File: config.mk
export PLATFORM = sky130hd
export DESIGN_NAME = apb_slave_regfile
export DESIGN_NICKNAME = d
export VERILOG_FILES = /design/src/rtl/apb_slave_pkg.sv /design/src/rtl/apb_slave_ctrl.sv /design/src/rtl/apb_slave_regfile.sv
export SDC_FILE = /design/constraint.sdc
export NUM_CORES = 1
export LEC_CHECK = 0
export CAP_MARGIN = 20
export CORE_MARGIN = 1.5
export CORE_UTILIZATION = 65
export DETAILED_ROUTE_END_ITERATION = 6
export DONT_BUFFER_PORTS = 1
export PLACE_DENSITY_LB_ADDON = 0.2
export SETUP_SLACK_MARGIN = 0.1
export SYNTH_ARGS = -nofsm -noshare
export SYNTH_HDL_FRONTEND = slang
export SYNTH_SLANG_ARGS = --single-unit
File: constraint.sdc
create_clock -name PCLK -period 5.63 [get_ports PCLK]
set_clock_uncertainty 0.05 [all_clocks]
set_input_delay 1.126 -clock PCLK [delete_from_list [all_inputs] [get_ports PCLK]]
set_output_delay 1.126 -clock PCLK [all_outputs]
set_load 0.02 [all_outputs]
File: src/rtl/apb_slave_pkg.sv
// apb_slave_pkg: shared FSM encoding and width helpers for the APB register-file completer.
package apb_slave_pkg;
    typedef enum logic [1:0] {
        IDLE   = 2'b00,
        WAIT   = 2'b01,
        ACCESS = 2'b10
    } state_t;

    localparam int CNT_W = 4;

    function automatic int strb_w(input int data_w);
        return data_w / 8;
    endfunction
endpackage

File: src/rtl/apb_slave_ctrl.sv
// apb_slave_ctrl: transfer FSM, wait-state counter, setup-phase latches and PREADY.
module apb_slave_ctrl
    import apb_slave_pkg::*;
#(
    parameter int ADDR_W      = 12,
    parameter int DATA_W      = 32,
    parameter int WAIT_CYCLES = 0
) (
    input  logic                       clk,
    input  logic                       rst_n,
    input  logic                       psel,
    input  logic                       penable,
    input  logic                       pwrite,
    input  logic [ADDR_W-1:0]          paddr,
    input  logic [DATA_W-1:0]          pwdata,
    input  logic [strb_w(DATA_W)-1:0]  pstrb,
    output state_t                     state,
    output state_t                     next_state,
    output logic                       pready,
    output logic [ADDR_W-1:0]          addr,
    output logic                       write,
    output logic [DATA_W-1:0]          wdata,
    output logic [strb_w(DATA_W)-1:0]  strb
);
    localparam logic [CNT_W-1:0] CNT_LOAD = CNT_W'(WAIT_CYCLES > 0 ? WAIT_CYCLES - 1 : 0);

    logic             setup;
    logic [CNT_W-1:0] cnt;

    assign setup = psel && !penable;

    always_ff @(posedge clk or negedge rst_n) begin
        if (!rst_n) state <= IDLE;
        else        state <= next_state;
    end

    always_comb begin
        next_state = IDLE;
        case (state)
            IDLE:    next_state = setup ? (WAIT_CYCLES > 0 ? WAIT : ACCESS) : IDLE;
            WAIT:    next_state = !psel ? IDLE : (cnt == '0 ? ACCESS : WAIT);
            default: next_state = IDLE;
        endcase
    end

    always_comb begin
        pready = (state == ACCESS);
    end

    // Setup-phase capture; the counter only runs while in WAIT.
    always_ff @(posedge clk or negedge rst_n) begin
        if (!rst_n) begin
            cnt   <= '0;
            addr  <= '0;
            write <= 1'b0;
            wdata <= '0;
            strb  <= '0;
        end else if (state == IDLE && setup) begin
            cnt   <= CNT_LOAD;
            addr  <= paddr;
            write <= pwrite;
            wdata <= pwdata;
            strb  <= pstrb;
        end else if (state == WAIT && cnt != '0) begin
            cnt <= cnt - 1'b1;
        end
    end
endmodule

File: src/rtl/apb_slave_regfile.sv
// apb_slave_regfile: APB completer with a bank of word registers, read-only ID in register 0,
// byte-strobed writes and registered PRDATA/PSLVERR.
module apb_slave_regfile
    import apb_slave_pkg::*;
#(
    parameter int              ADDR_W      = 12,
    parameter int              DATA_W      = 32,
    parameter int              NUM_REGS    = 8,
    parameter int              WAIT_CYCLES = 0,
    parameter logic [DATA_W-1:0] ID_VALUE  = 32'hA9B0_0001
) (
    input  logic                         PCLK,
    input  logic                         PRESETn,
    input  logic                         PSEL,
    input  logic                         PENABLE,
    input  logic                         PWRITE,
    input  logic [ADDR_W-1:0]            PADDR,
    input  logic [DATA_W-1:0]            PWDATA,
    input  logic [DATA_W/8-1:0]          PSTRB,
    output logic                         PREADY,
    output logic [DATA_W-1:0]            PRDATA,
    output logic                         PSLVERR,
    output logic [NUM_REGS*DATA_W-1:0]   reg_q,
    output logic [1:0]                   state
);
    localparam int IDX_W  = ADDR_W - 2;
    localparam int STRB_W = strb_w(DATA_W);

    state_t              st, nxt;
    logic [ADDR_W-1:0]   addr_l, dec_addr;
    logic                wr_l, dec_wr, err, commit;
    logic [DATA_W-1:0]   wdata_l, rd_word;
    logic [STRB_W-1:0]   strb_l;
    logic [IDX_W-1:0]    idx;
    logic [DATA_W-1:0]   regs [1:NUM_REGS-1];

    apb_slave_ctrl #(
        .ADDR_W      (ADDR_W),
        .DATA_W      (DATA_W),
        .WAIT_CYCLES (WAIT_CYCLES)
    ) u_ctrl (
        .clk        (PCLK),
        .rst_n      (PRESETn),
        .psel       (PSEL),
        .penable    (PENABLE),
        .pwrite     (PWRITE),
        .paddr      (PADDR),
        .pwdata     (PWDATA),
        .pstrb      (PSTRB),
        .state      (st),
        .next_state (nxt),
        .pready     (PREADY),
        .addr       (addr_l),
        .write      (wr_l),
        .wdata      (wdata_l),
        .strb       (strb_l)
    );

    assign state = st;

    // With no wait states ACCESS is entered on the setup edge itself, before the latches hold the address.
    assign dec_addr = (st == IDLE) ? PADDR : addr_l;
    assign dec_wr   = (st == IDLE) ? PWRITE : wr_l;
    assign idx      = dec_addr[ADDR_W-1:2];
    assign err      = (32'(idx) >= NUM_REGS) || (dec_addr[1:0] != 2'b00) || (dec_wr && idx == '0);
    assign commit   = (st == ACCESS) && wr_l && !err;

    assign reg_q[DATA_W-1:0] = ID_VALUE;
    for (genvar i = 1; i < NUM_REGS; i++) begin : g_q
        assign reg_q[i*DATA_W +: DATA_W] = regs[i];
    end

    always_comb begin
        rd_word = '0;
        for (int i = 0; i < NUM_REGS; i++)
            if (idx == IDX_W'(i)) rd_word = reg_q[i*DATA_W +: DATA_W];
    end

    always_ff @(posedge PCLK or negedge PRESETn) begin
        if (!PRESETn) begin
            PRDATA  <= '0;
            PSLVERR <= 1'b0;
        end else begin
            PRDATA  <= (nxt == ACCESS && !err && !dec_wr) ? rd_word : '0;
            PSLVERR <= (nxt == ACCESS) && err;
        end
    end

    always_ff @(posedge PCLK or negedge PRESETn) begin
        if (!PRESETn) begin
            for (int i = 1; i < NUM_REGS; i++) regs[i] <= '0;
        end else if (commit) begin
            for (int i = 1; i < NUM_REGS; i++)
                for (int k = 0; k < STRB_W; k++)
                    if (idx == IDX_W'(i) && strb_l[k]) regs[i][k*8 +: 8] <= wdata_l[k*8 +: 8];
        end
    end
endmodule

==> impl_metrics.env, run 1 <==
export IMPL_cp_startpoint="u_ctrl.state[0]$_DFF_PN0_"
export IMPL_antenna_found_initial=5
export IMPL_path_class="reg2reg"
export IMPL_drive_above_1_share=0.3075
export IMPL_holdWs_ns=0.2240
export IMPL_worstMarginPinSlew_ns=1.002
export IMPL_post_cts_setup_buffers=0
export IMPL_antenna_left=0
export IMPL_port_buffers=0
export IMPL_path_clk_slew_ns=0.06
export IMPL_critical_path_max_fanout=28
export IMPL_grt_use_total=0.3457
export IMPL_layout_common_cells="dfrtp_1, mux2_2, mux2_1, a21oi_1"
export IMPL_die_area_um2=21830
export IMPL_synth_edf_count=0
export IMPL_power_density_nw_per_um2=327.2
export IMPL_finalSetupTns_ns=0
export IMPL_postLayoutCoreUtil=0.7345
export IMPL_crit_arrival_ns=4.46
export IMPL_ys_seq_elements=312
export IMPL_synthSimpleGateAreaFrac=0.03804
export IMPL_rsz0062_at_grt="false"
export IMPL_numCtsBuffers=31
export IMPL_wl_um=37960
export IMPL_crit_path_max_incr_delay_ns=0.73
export IMPL_hold_path_class="in2async"
export IMPL_htreeDepth=1
export IMPL_ioPinCount=345
export IMPL_clock_sinks=312
export IMPL_vias=9025
export IMPL_die_y_um=147.7
export IMPL_timing_rr_end="reg_q[217]$_DFFE_PN0P_"
export IMPL_core_area_um2=20360
export IMPL_fin_nets=1036
export IMPL_synth_compound_gate_area_share=0.1229
export IMPL_syn_area_um2=13620
export IMPL_grt_pass1_vias=9121
export IMPL_relSlewSlack=0.3295
export IMPL_hold_violations=0
export IMPL_fill_cells=1332
export IMPL_p_leak_nw=7.006
export IMPL_synthTopCellsByArea="dfrtp_1, mux2_2, mux2_1"
export IMPL_synth_xor_area_share=0.001929
export IMPL_ctsHoldBuffers=0
export IMPL_hpwl_um=24570
export IMPL_chipWidth_um=147.7
export IMPL_grt_ovfl_total=0
export IMPL_cpMaxStageDelayCell="o21ai_4"
export IMPL_synth_cells=993
export IMPL_cp_end_kind="flop"
export IMPL_grt_pass1_wl_um=56910
export IMPL_area_growth_pct=9.831
export IMPL_synthArstFlopShare=1.000
export IMPL_vdd_drop_max_mv=0.2625
export IMPL_cp_endpoint="reg_q[217]$_DFFE_PN0P_"
export IMPL_drt_initial_drc_count=930
export IMPL_status="completed"
export IMPL_r2r_cells=7
export IMPL_setup_viol=0
export IMPL_cts_root_buf="clkbuf_16"
export IMPL_muxShareOfSynthArea=0.2272
export IMPL_synth_top_family_by_area="multiplexers"
export IMPL_final_common_cell="dfrtp_1"
export IMPL_syn_area_per_cell_um2=13.71
export IMPL_slew_violations=0
export IMPL_start_kind="flop"
export IMPL_yosys_area_top_type="dfrtp_1"
export IMPL_max_clock_path_buffers=3
export IMPL_clk_latency_ns=0.56
export IMPL_gp_congestion=0.8069
export IMPL_via_per_inst=7.045
export IMPL_max_freq_mhz=246.2
export IMPL_min_period_ns=4.062
export IMPL_worstPathRequired_ns=6.03
export IMPL_grt_max_degree=313
export IMPL_drt_pre_antenna_iters=6
export IMPL_synthFlopType="dfrtp_1"
export IMPL_avgRoutedWirePerCell_um=29.63
export IMPL_yosysWarnings=0
export IMPL_finalCritPeriodShare=0.7215
export IMPL_crit_chain="nor2_1, o21ai_4, o21ai_1, nor2_4, buf_4, nand2_1, mux2_2"
export IMPL_rows=52
export IMPL_cap_viol_max_count=0
export IMPL_r2r_slack_ns=1.57
export IMPL_initial_core_util=0.6687
export IMPL_drc=0
export IMPL_ys_seq_area_frac=0.5733
export IMPL_synth_top_area_frac=0.5733
export IMPL_r2r_start="u_ctrl.state[0]$_DFF_PN0_"
export IMPL_ys_types=48
export IMPL_synth_adder_area_share=0.001838
export IMPL_cts_tree="done"
export IMPL_cts_resized=0
-- worst min path at each step --
| stage | cells after the start | slack [ns] | end |
|---|---|---|---|
| 2_1_floorplan | 1 | 0.42 | u_ctrl.addr[8]$_DFFE_PN0P_ |
| 3_3_place_gp | 1 | 0.43 | u_ctrl.addr[8]$_DFFE_PN0P_ |
| 3_5_place_dp | 1 | 0.44 | u_ctrl.addr[11]$_DFFE_PN0P_ |
| 4_1_cts | 0 | 0.21 | u_ctrl.wdata[30]$_DFFE_PN0P_ |
| 5_1_grt | 0 | 0.22 | reg_q[189]$_DFFE_PN0P_ |
| 6_report | 0 | 0.22 | u_ctrl.wdata[31]$_DFFE_PN0P_ |
-- worst max-delay path, delay by kind of cell, from the launching register on --
family	cells	cell delay [ns]
AND/OR/NAND/NOR	3	1.27
AO/OA/AOI/OAI	2	1.20
flip-flops	1	0.69
multiplexers	1	0.40
buffers and inverters	1	0.32
-- synth_stat cells, types with 4 or more instances --
| cell type | n |
|---|---|
| dfrtp_1 | 312 |
| mux2_2 | 215 |
| mux2_1 | 58 |
| a21oi_1 | 50 |
| clkbuf_1 | 50 |
| buf_4 | 33 |
| a22oi_1 | 32 |
| nand2_1 | 29 |
| o211ai_1 | 26 |
| a222oi_1 | 24 |
| o2111ai_1 | 24 |
| o221ai_1 | 24 |
| nor2_1 | 12 |
| a211oi_1 | 9 |
| o21ai_0 | 9 |
| nand2_4 | 8 |
| o22ai_1 | 8 |
| o2bb2ai_1 | 8 |
| and2_1 | 6 |
| nand2b_1 | 4 |
| o21ai_1 | 4 |
| or4_1 | 4 |
-- final cells by class --
class,instances,area (µm²),area share
Clock buffer,45,948.4,0.06341
Antenna cell,6,15.01,0.001004
Multi-Input combinational cell,621,5554,0.3713
Clock inverter,12,192.7,0.01288
Inverter,3,11.26,0.0007529
Timing Repair Buffer,12,90.09,0.006023
Sequential cell,312,7807,0.5220
Tap cell,270,337.8,0.02259
-- state kept, by name, indices dropped and copies added, names as in the netlist --
name	flops
u_ctrl.wdata	32
u_ctrl.write	1
u_ctrl.state	2
reg_q	224
u_ctrl.cnt	4
PRDATA	32
PSLVERR	1
u_ctrl.addr	12
u_ctrl.strb	4
-- metal layers --
metal | GRT usage | wire, µm | vias to the layer above
met3 | 0.1148 | 4461 | 86
li1 | - | - | 3736
met4 | 0.1235 | 1088 | 0
met5 | 0 | 0 | -
met1 | 0.4634 | 14600 | 4654
met2 | 0.5311 | 17800 | 549
-- per-stage QoR --
stage	cell area (µm²)	power, mW	worst slack, ns	instances
global route	14950	5.008	1.385	1277
finish	14960	4.894	1.568	1281
global placement	13800	2.650	1.308	1218
detailed placement	13800	2.657	1.194	1218
CTS	14940	4.885	1.645	1275
floorplan	13730	2.584	2.239	1023
-- kinds of logic (layout without fill, tap and decap cells) --
family / Yosys count / in the layout
DFF: 312 / 312
muxes: 275 / 275
AOI/OAI and AO/OA: 226 / 226
buffers and inverters: 90 / 72
and+or+nand+nor: 83 / 83
xor gates and xnor gates: 3 / 3
adders and majority gates: 2 / 2
other: 2 / 38
-- power by group --
part	internal (mW)	switching [mW]
Sequential	2.31	0.121
Combinational	0.0800	0.119
Clock	1.39	0.877
Total	3.78	1.12
(Power assumes the default switching activity.)
==> inputs of run 2 (changes only) <==
--- a/config.mk
+++ b/config.mk
@@ -7,7 +7,7 @@
 export LEC_CHECK = 0
 export CAP_MARGIN = 20
 export CORE_MARGIN = 1.5
-export CORE_UTILIZATION = 65
+export CORE_UTILIZATION = 63
 export DETAILED_ROUTE_END_ITERATION = 6
 export DONT_BUFFER_PORTS = 1
 export PLACE_DENSITY_LB_ADDON = 0.2
==> constraint.sdc (replaced) <==
create_clock -name PCLK -period 3.79 [get_ports PCLK]
set_clock_uncertainty 0.05 [all_clocks]
set_input_delay 0.758 -clock PCLK [delete_from_list [all_inputs] [get_ports PCLK]]
set_output_delay 0.758 -clock PCLK [all_outputs]
set_load 0.02 [all_outputs]
==> run 2 against run 1 <==
Compared with the run above:
- the run now ends with hold timing left
- count of clock-buffer cells in the layout is 2 higher
- largest cell class unchanged
- global-route usage is 0.60 points lower
- core utilization down 2.2 points
- die area up 3.1%
- critical path depth is the same
==> impl_metrics.env, run 2 (same netlist as run 1, synthesis figures left out) <==
export IMPL_dp_cells=1246
export IMPL_port_buffers=0
export IMPL_max_freq_mhz=302.2
export IMPL_cts_resized=0
export IMPL_cts_tree="done"
export IMPL_grt_pass1_vias=9111
export IMPL_vias=9166
export IMPL_hpwl_um=25790
export IMPL_start_kind="flop"
export IMPL_power_density_nw_per_um2=467.1
export IMPL_htreeDepth=1
export IMPL_drc=0
export IMPL_finalSetupTns_ns=0
export IMPL_ioPinCount=345
export IMPL_post_cts_setup_buffers=0
export IMPL_critical_path_max_fanout=11
export IMPL_core_area_um2=21090
export IMPL_gp_congestion=0.8378
export IMPL_fill_cells=1497
export IMPL_die_y_um=150.0
export IMPL_worstMarginPinSlew_ns=0.9389
export IMPL_grt_ovfl_total=0
export IMPL_p_leak_nw=7.071
export IMPL_largest_register_ffs=224
export IMPL_antenna_found_initial=3
export IMPL_grt_pass1_wl_um=57230
export IMPL_antenna_left=0
export IMPL_dpl_cell_area_um2=13980
export IMPL_crit_arrival_ns=3.70
export IMPL_path_clk_slew_ns=0.06
export IMPL_die_area_um2=22510
export IMPL_layout_common_cells="dfrtp_1, mux2_2, mux2_1, a21oi_1, buf_4"
export IMPL_fin_area_um2=15030
export IMPL_r2r_start="u_ctrl.state[0]$_DFF_PN0_"
export IMPL_setup_viol=0
export IMPL_finalCritPeriodShare=0.8732
export IMPL_initial_core_util=0.6458
export IMPL_cp_end_kind="flop"
export IMPL_r2r_slack_ns=0.48
export IMPL_numCtsBuffers=30
export IMPL_clock_sinks=312
export IMPL_min_period_ns=3.309
export IMPL_final_common_cell="dfrtp_1"
export IMPL_clk_latency_ns=0.56
export IMPL_area_growth_pct=10.37
export IMPL_r2r_cells=7
export IMPL_cap_viol_max_count=0
export IMPL_drt_initial_drc_count=601
export IMPL_relSlewSlack=0.3717
export IMPL_hold_path_class="in2async"
export IMPL_via_per_inst=7.029
export IMPL_grt_max_degree=313
export IMPL_p_total_mw=7.021
export IMPL_worstPathRequired_ns=4.18
export IMPL_drt_pre_antenna_iters=6
export IMPL_drive_above_1_share=0.3174
export IMPL_setup_slack_ns=0.4805
export IMPL_holdWs_ns=-0.1537
export IMPL_dp_slack_ns=0.3113
export IMPL_fin_nets=1058
export IMPL_max_clock_path_buffers=3
export IMPL_rsz0062_at_grt="false"
export IMPL_avgRoutedWirePerCell_um=29.55
export IMPL_wl_um=38530
export IMPL_cp_endpoint="reg_q[208]$_DFFE_PN0P_"
export IMPL_cts_root_buf="clkbuf_16"
export IMPL_path_class="reg2reg"
export IMPL_stdcell_count=1304
export IMPL_grt_use_total=0.3397
export IMPL_status="finished with violations"
export IMPL_cp_startpoint="u_ctrl.state[0]$_DFF_PN0_"
export IMPL_rows=53
export IMPL_vdd_drop_max_mv=0.4080
export IMPL_chipWidth_um=150.0
export IMPL_timing_rr_end="reg_q[208]$_DFFE_PN0P_"
export IMPL_slew_violations=0
export IMPL_postLayoutCoreUtil=0.7128
export IMPL_violations="hold timing"
export IMPL_hold_violations=312
-- run 2: changes by cell type in the layout (fill, tap and decap cells not counted), sizes merged --
cell and change:
bufinv -2, inv -1, diode -4, clkbuf +2, buf +23
-- run 2: worst min-delay path by stage --
stage | start | end | slack [ns] | cells past startpoint
6_report | PRESETn | reg_q[185]$_DFFE_PN0P_ | -0.15 | 0
5_1_grt | PRESETn | PRDATA[21]$_DFF_PN0_ | -0.17 | 0
4_1_cts | PRESETn | reg_q[188]$_DFFE_PN0P_ | -0.16 | 0
3_5_place_dp | PRESETn | PRDATA[27]$_DFF_PN0_ | 0.42 | 0
3_3_place_gp | PRESETn | PRDATA[27]$_DFF_PN0_ | 0.42 | 0
2_1_floorplan | PRESETn | PRDATA[0]$_DFF_PN0_ | 0.41 | 0
-- run 2: cell type report --
| cell class | instances | area, µm² | area share |
|---|---|---|---|
| clock buffers | 47 | 914.6 | 0.06085 |
| well taps | 275 | 344.1 | 0.02289 |
| flip-flops and latches | 312 | 7807 | 0.5194 |
| diodes | 2 | 5.005 | 0.0003330 |
| clock inverters | 9 | 131.4 | 0.008741 |
| inverters | 3 | 11.26 | 0.0007492 |
| repair buffers | 35 | 262.8 | 0.01748 |
| multi-input cells | 621 | 5554 | 0.3695 |
-- run 2: power breakdown --
group	total (mW)	switching [mW]	internal (mW)
Clock	3.11	1.25	1.86
Sequential	3.60	0.177	3.42
Combinational	0.311	0.184	0.127
-- run 2: layer usage --
layer,global-route usage,up-vias,part of all wire
li1,-,3774,-
met1,0.4540,4778,0.40
met2,0.5271,530,0.47
met3,0.1146,82,0.11
met4,0.1039,2,0.025
met5,0,-,0.00044
-- run 2: worst max-delay path, cell delays in order, from the launching register on --
cell and delay, ns:
dfrtp_1 0.50, or2_2 0.46, nor4_4 0.53, o21ai_1 0.24
buf_4 0.21, nor2_4 0.34, nand2_1 0.44, mux2_2 0.42
==> inputs of run 3 (changes only) <==
--- a/config.mk
+++ b/config.mk
@@ -11,6 +11,7 @@
 export DETAILED_ROUTE_END_ITERATION = 6
 export DONT_BUFFER_PORTS = 1
 export PLACE_DENSITY_LB_ADDON = 0.2
+export REMOVE_ABC_BUFFERS = 1
 export SETUP_SLACK_MARGIN = 0.1
 export SYNTH_ARGS = -nofsm -noshare
 export SYNTH_HDL_FRONTEND = slang
==> run 3 against run 2 <==
Compared with the run above:
- the run still ends with hold timing left
- sequential power hardly changed
- via count is 1.5% lower
- die area stayed put
- first-iteration DRC count is 34% higher
- cell count is 0.15% higher
- design area is 0.44% higher
- count of clock-buffer cells in the layout is 6 higher
- global-route usage is 0.39 points higher
- sequential cell count stayed put
- setup slack worse by 0.14 ns
- clock power is 2% higher
- largest power group unchanged
==> impl_metrics.env, run 3 (same netlist as run 1, synthesis figures left out) <==
export IMPL_path_class="reg2reg"
export IMPL_grt_pass1_wl_um=57430
export IMPL_regArea_um2=7807
export IMPL_p_switching_mw=1.640
export IMPL_p_leak_nw=7.101
export IMPL_cp_end_kind="flop"
export IMPL_clockPowerShare=0.447
export IMPL_slew_violations=0
export IMPL_fill_cells=1491
export IMPL_worstMarginPinSlew_ns=0.7634
export IMPL_power_density_nw_per_um2=469.3
export IMPL_die_area_um2=22510
export IMPL_worstPathRequired_ns=4.12
export IMPL_antenna_left=0
export IMPL_p_int_mw=5.445
export IMPL_avgRoutedWirePerCell_um=29.60
export IMPL_chipWidth_um=150.0
export IMPL_cts_tree="done"
export IMPL_vias=9025
export IMPL_dp_slack_ns=0.2425
export IMPL_die_y_um=150.0
export IMPL_cpMaxStageDelayCell="dfrtp_1"
export IMPL_antenna_found_initial=3
export IMPL_max_freq_mhz=289.7
export IMPL_crit_arrival_ns=3.78
export IMPL_wl_um=38660
export IMPL_clock_sinks=312
export IMPL_rows=53
export IMPL_path_clk_slew_ns=0.06
export IMPL_layout_common_cells="dfrtp_1, mux2_2, mux2_1, a21oi_1, clkbuf_16"
export IMPL_setup_slack_ns=0.3376
export IMPL_via_per_inst=6.910
export IMPL_cts_root_buf="clkbuf_16"
export IMPL_r2r_cells=6
export IMPL_p_seq_frac=0.507
export IMPL_final_common_cell="dfrtp_1"
export IMPL_p_total_mw=7.086
export IMPL_crit_chain="or2_2, nor4_4, o21ai_1, nor2_4, nand2_1, mux2_2"
export IMPL_cts_resized=0
export IMPL_grt_pass1_vias=9167
export IMPL_holdWs_ns=-0.08919
export IMPL_grt_use_total=0.3436
export IMPL_timing_rr_end="reg_q[204]$_DFFE_PN0P_"
export IMPL_rsz0062_at_grt="false"
export IMPL_cap_viol_max_count=0
export IMPL_violations="hold timing"
export IMPL_vdd_drop_max_mv=0.3842
export IMPL_grt_ovfl_total=0
export IMPL_gp_congestion=0.8187
export IMPL_core_area_um2=21090
export IMPL_power_frac_comb=0.046
export IMPL_hold_violations=136
export IMPL_critical_path_max_fanout=15
export IMPL_ioPinCount=345
export IMPL_drt_initial_drc_count=807
export IMPL_numCtsBuffers=34
export IMPL_r2r_start="u_ctrl.state[0]$_DFF_PN0_"
export IMPL_grt_max_degree=313
export IMPL_hpwl_um=25060
export IMPL_drc=0
export IMPL_min_period_ns=3.452
export IMPL_cp_endpoint="reg_q[204]$_DFFE_PN0P_"
export IMPL_multi_input_area_um2=5559
export IMPL_setup_viol=0
export IMPL_initial_core_util=0.6458
export IMPL_htreeDepth=2
export IMPL_max_clock_path_buffers=3
export IMPL_port_buffers=0
export IMPL_finalCritPeriodShare=0.9109
export IMPL_fin_nets=1061
export IMPL_hold_path_class="in2async"
export IMPL_cp_startpoint="u_ctrl.state[0]$_DFF_PN0_"
export IMPL_status="finished with violations"
export IMPL_swShare=0.2315
export IMPL_relSlewSlack=0.4911
export IMPL_clk_latency_ns=0.50
export IMPL_r2r_slack_ns=0.34
export IMPL_largest_register_ffs=224
export IMPL_crit_path_max_incr_delay_ns=0.60
export IMPL_post_cts_setup_buffers=0
export IMPL_area_growth_pct=10.86
export IMPL_postLayoutCoreUtil=0.7159
export IMPL_drt_pre_antenna_iters=5
export IMPL_start_kind="flop"
export IMPL_drive_above_1_share=0.3178
## run 3: cell types whose count changed in the layout (fill, tap and decap cells not counted), sizes merged
cell	change
inv	+1
clkinv	-1
bufinv	-3
clkbuf	+6
buf	-1
## run 3: metal layers
layer / vias up / GRT usage / share of wire
li1: 3761 / - / -
met1: 4704 / 0.4487 / 0.39
met2: 507 / 0.5388 / 0.48
met3: 51 / 0.1323 / 0.12
met4: 2 / 0.09118 / 0.016
met5: - / 0 / 0.00034
## run 3: worst min-delay path by stage
stage / from / end / slack [ns] / depth (start not counted)
finish: PRESETn / reg_q[121]$_DFFE_PN0P_ / -0.09 / 0
global route: PRESETn / PRDATA[24]$_DFF_PN0_ / -0.11 / 0
CTS: PRESETn / reg_q[117]$_DFFE_PN0P_ / -0.10 / 0
detailed placement: PRESETn / reg_q[121]$_DFFE_PN0P_ / 0.42 / 0
floorplan: PRESETn / PRDATA[0]$_DFF_PN0_ / 0.41 / 0
global placement: PRESETn / reg_q[120]$_DFFE_PN0P_ / 0.42 / 0
## run 3: area by class of cell
class / instances / share of cell area
Sequential cell: 312 / 0.5172
Multi-Input combinational cell: 621 / 0.3682
Clock buffer: 53 / 0.06912
Tap cell: 275 / 0.02279
Timing Repair Buffer: 34 / 0.01939
Clock inverter: 6 / 0.002238
Inverter: 3 / 0.0007459
Antenna cell: 2 / 0.0003315
## run 3: stage by stage
step	cell area (µm²)	setup TNS [ns]	std cells
2_1_floorplan	13280	-413.30	936
3_3_place_gp	14010	0	1245
3_5_place_dp	14010	0	1245
4_1_cts	15090	0	1304
5_1_grt	15090	0	1305
6_report	15100	0	1306
## run 3: worst max-delay path: cells and delay by family (launching register included)
family | cells | cell delay (ns)
AND/OR/NAND/NOR | 4 | 1.94
flip-flops | 1 | 0.60
multiplexers | 1 | 0.40
AO/OA/AOI/OAI | 1 | 0.33
## run 3: power by group through the flow
| stage | Sequential, mW | Clock [mW] | Combinational (mW) |
|---|---|---|---|
| 6_report | 3.59 | 3.17 | 0.325 |
| 5_1_grt | 3.62 | 3.35 | 0.341 |
| 4_1_cts | 3.59 | 3.20 | 0.319 |
| 3_5_place_dp | 3.65 | 0 | 0.316 |
| 3_3_place_gp | 3.65 | 0 | 0.308 |
| 2_1_floorplan | 3.59 | 0 | 0.218 |
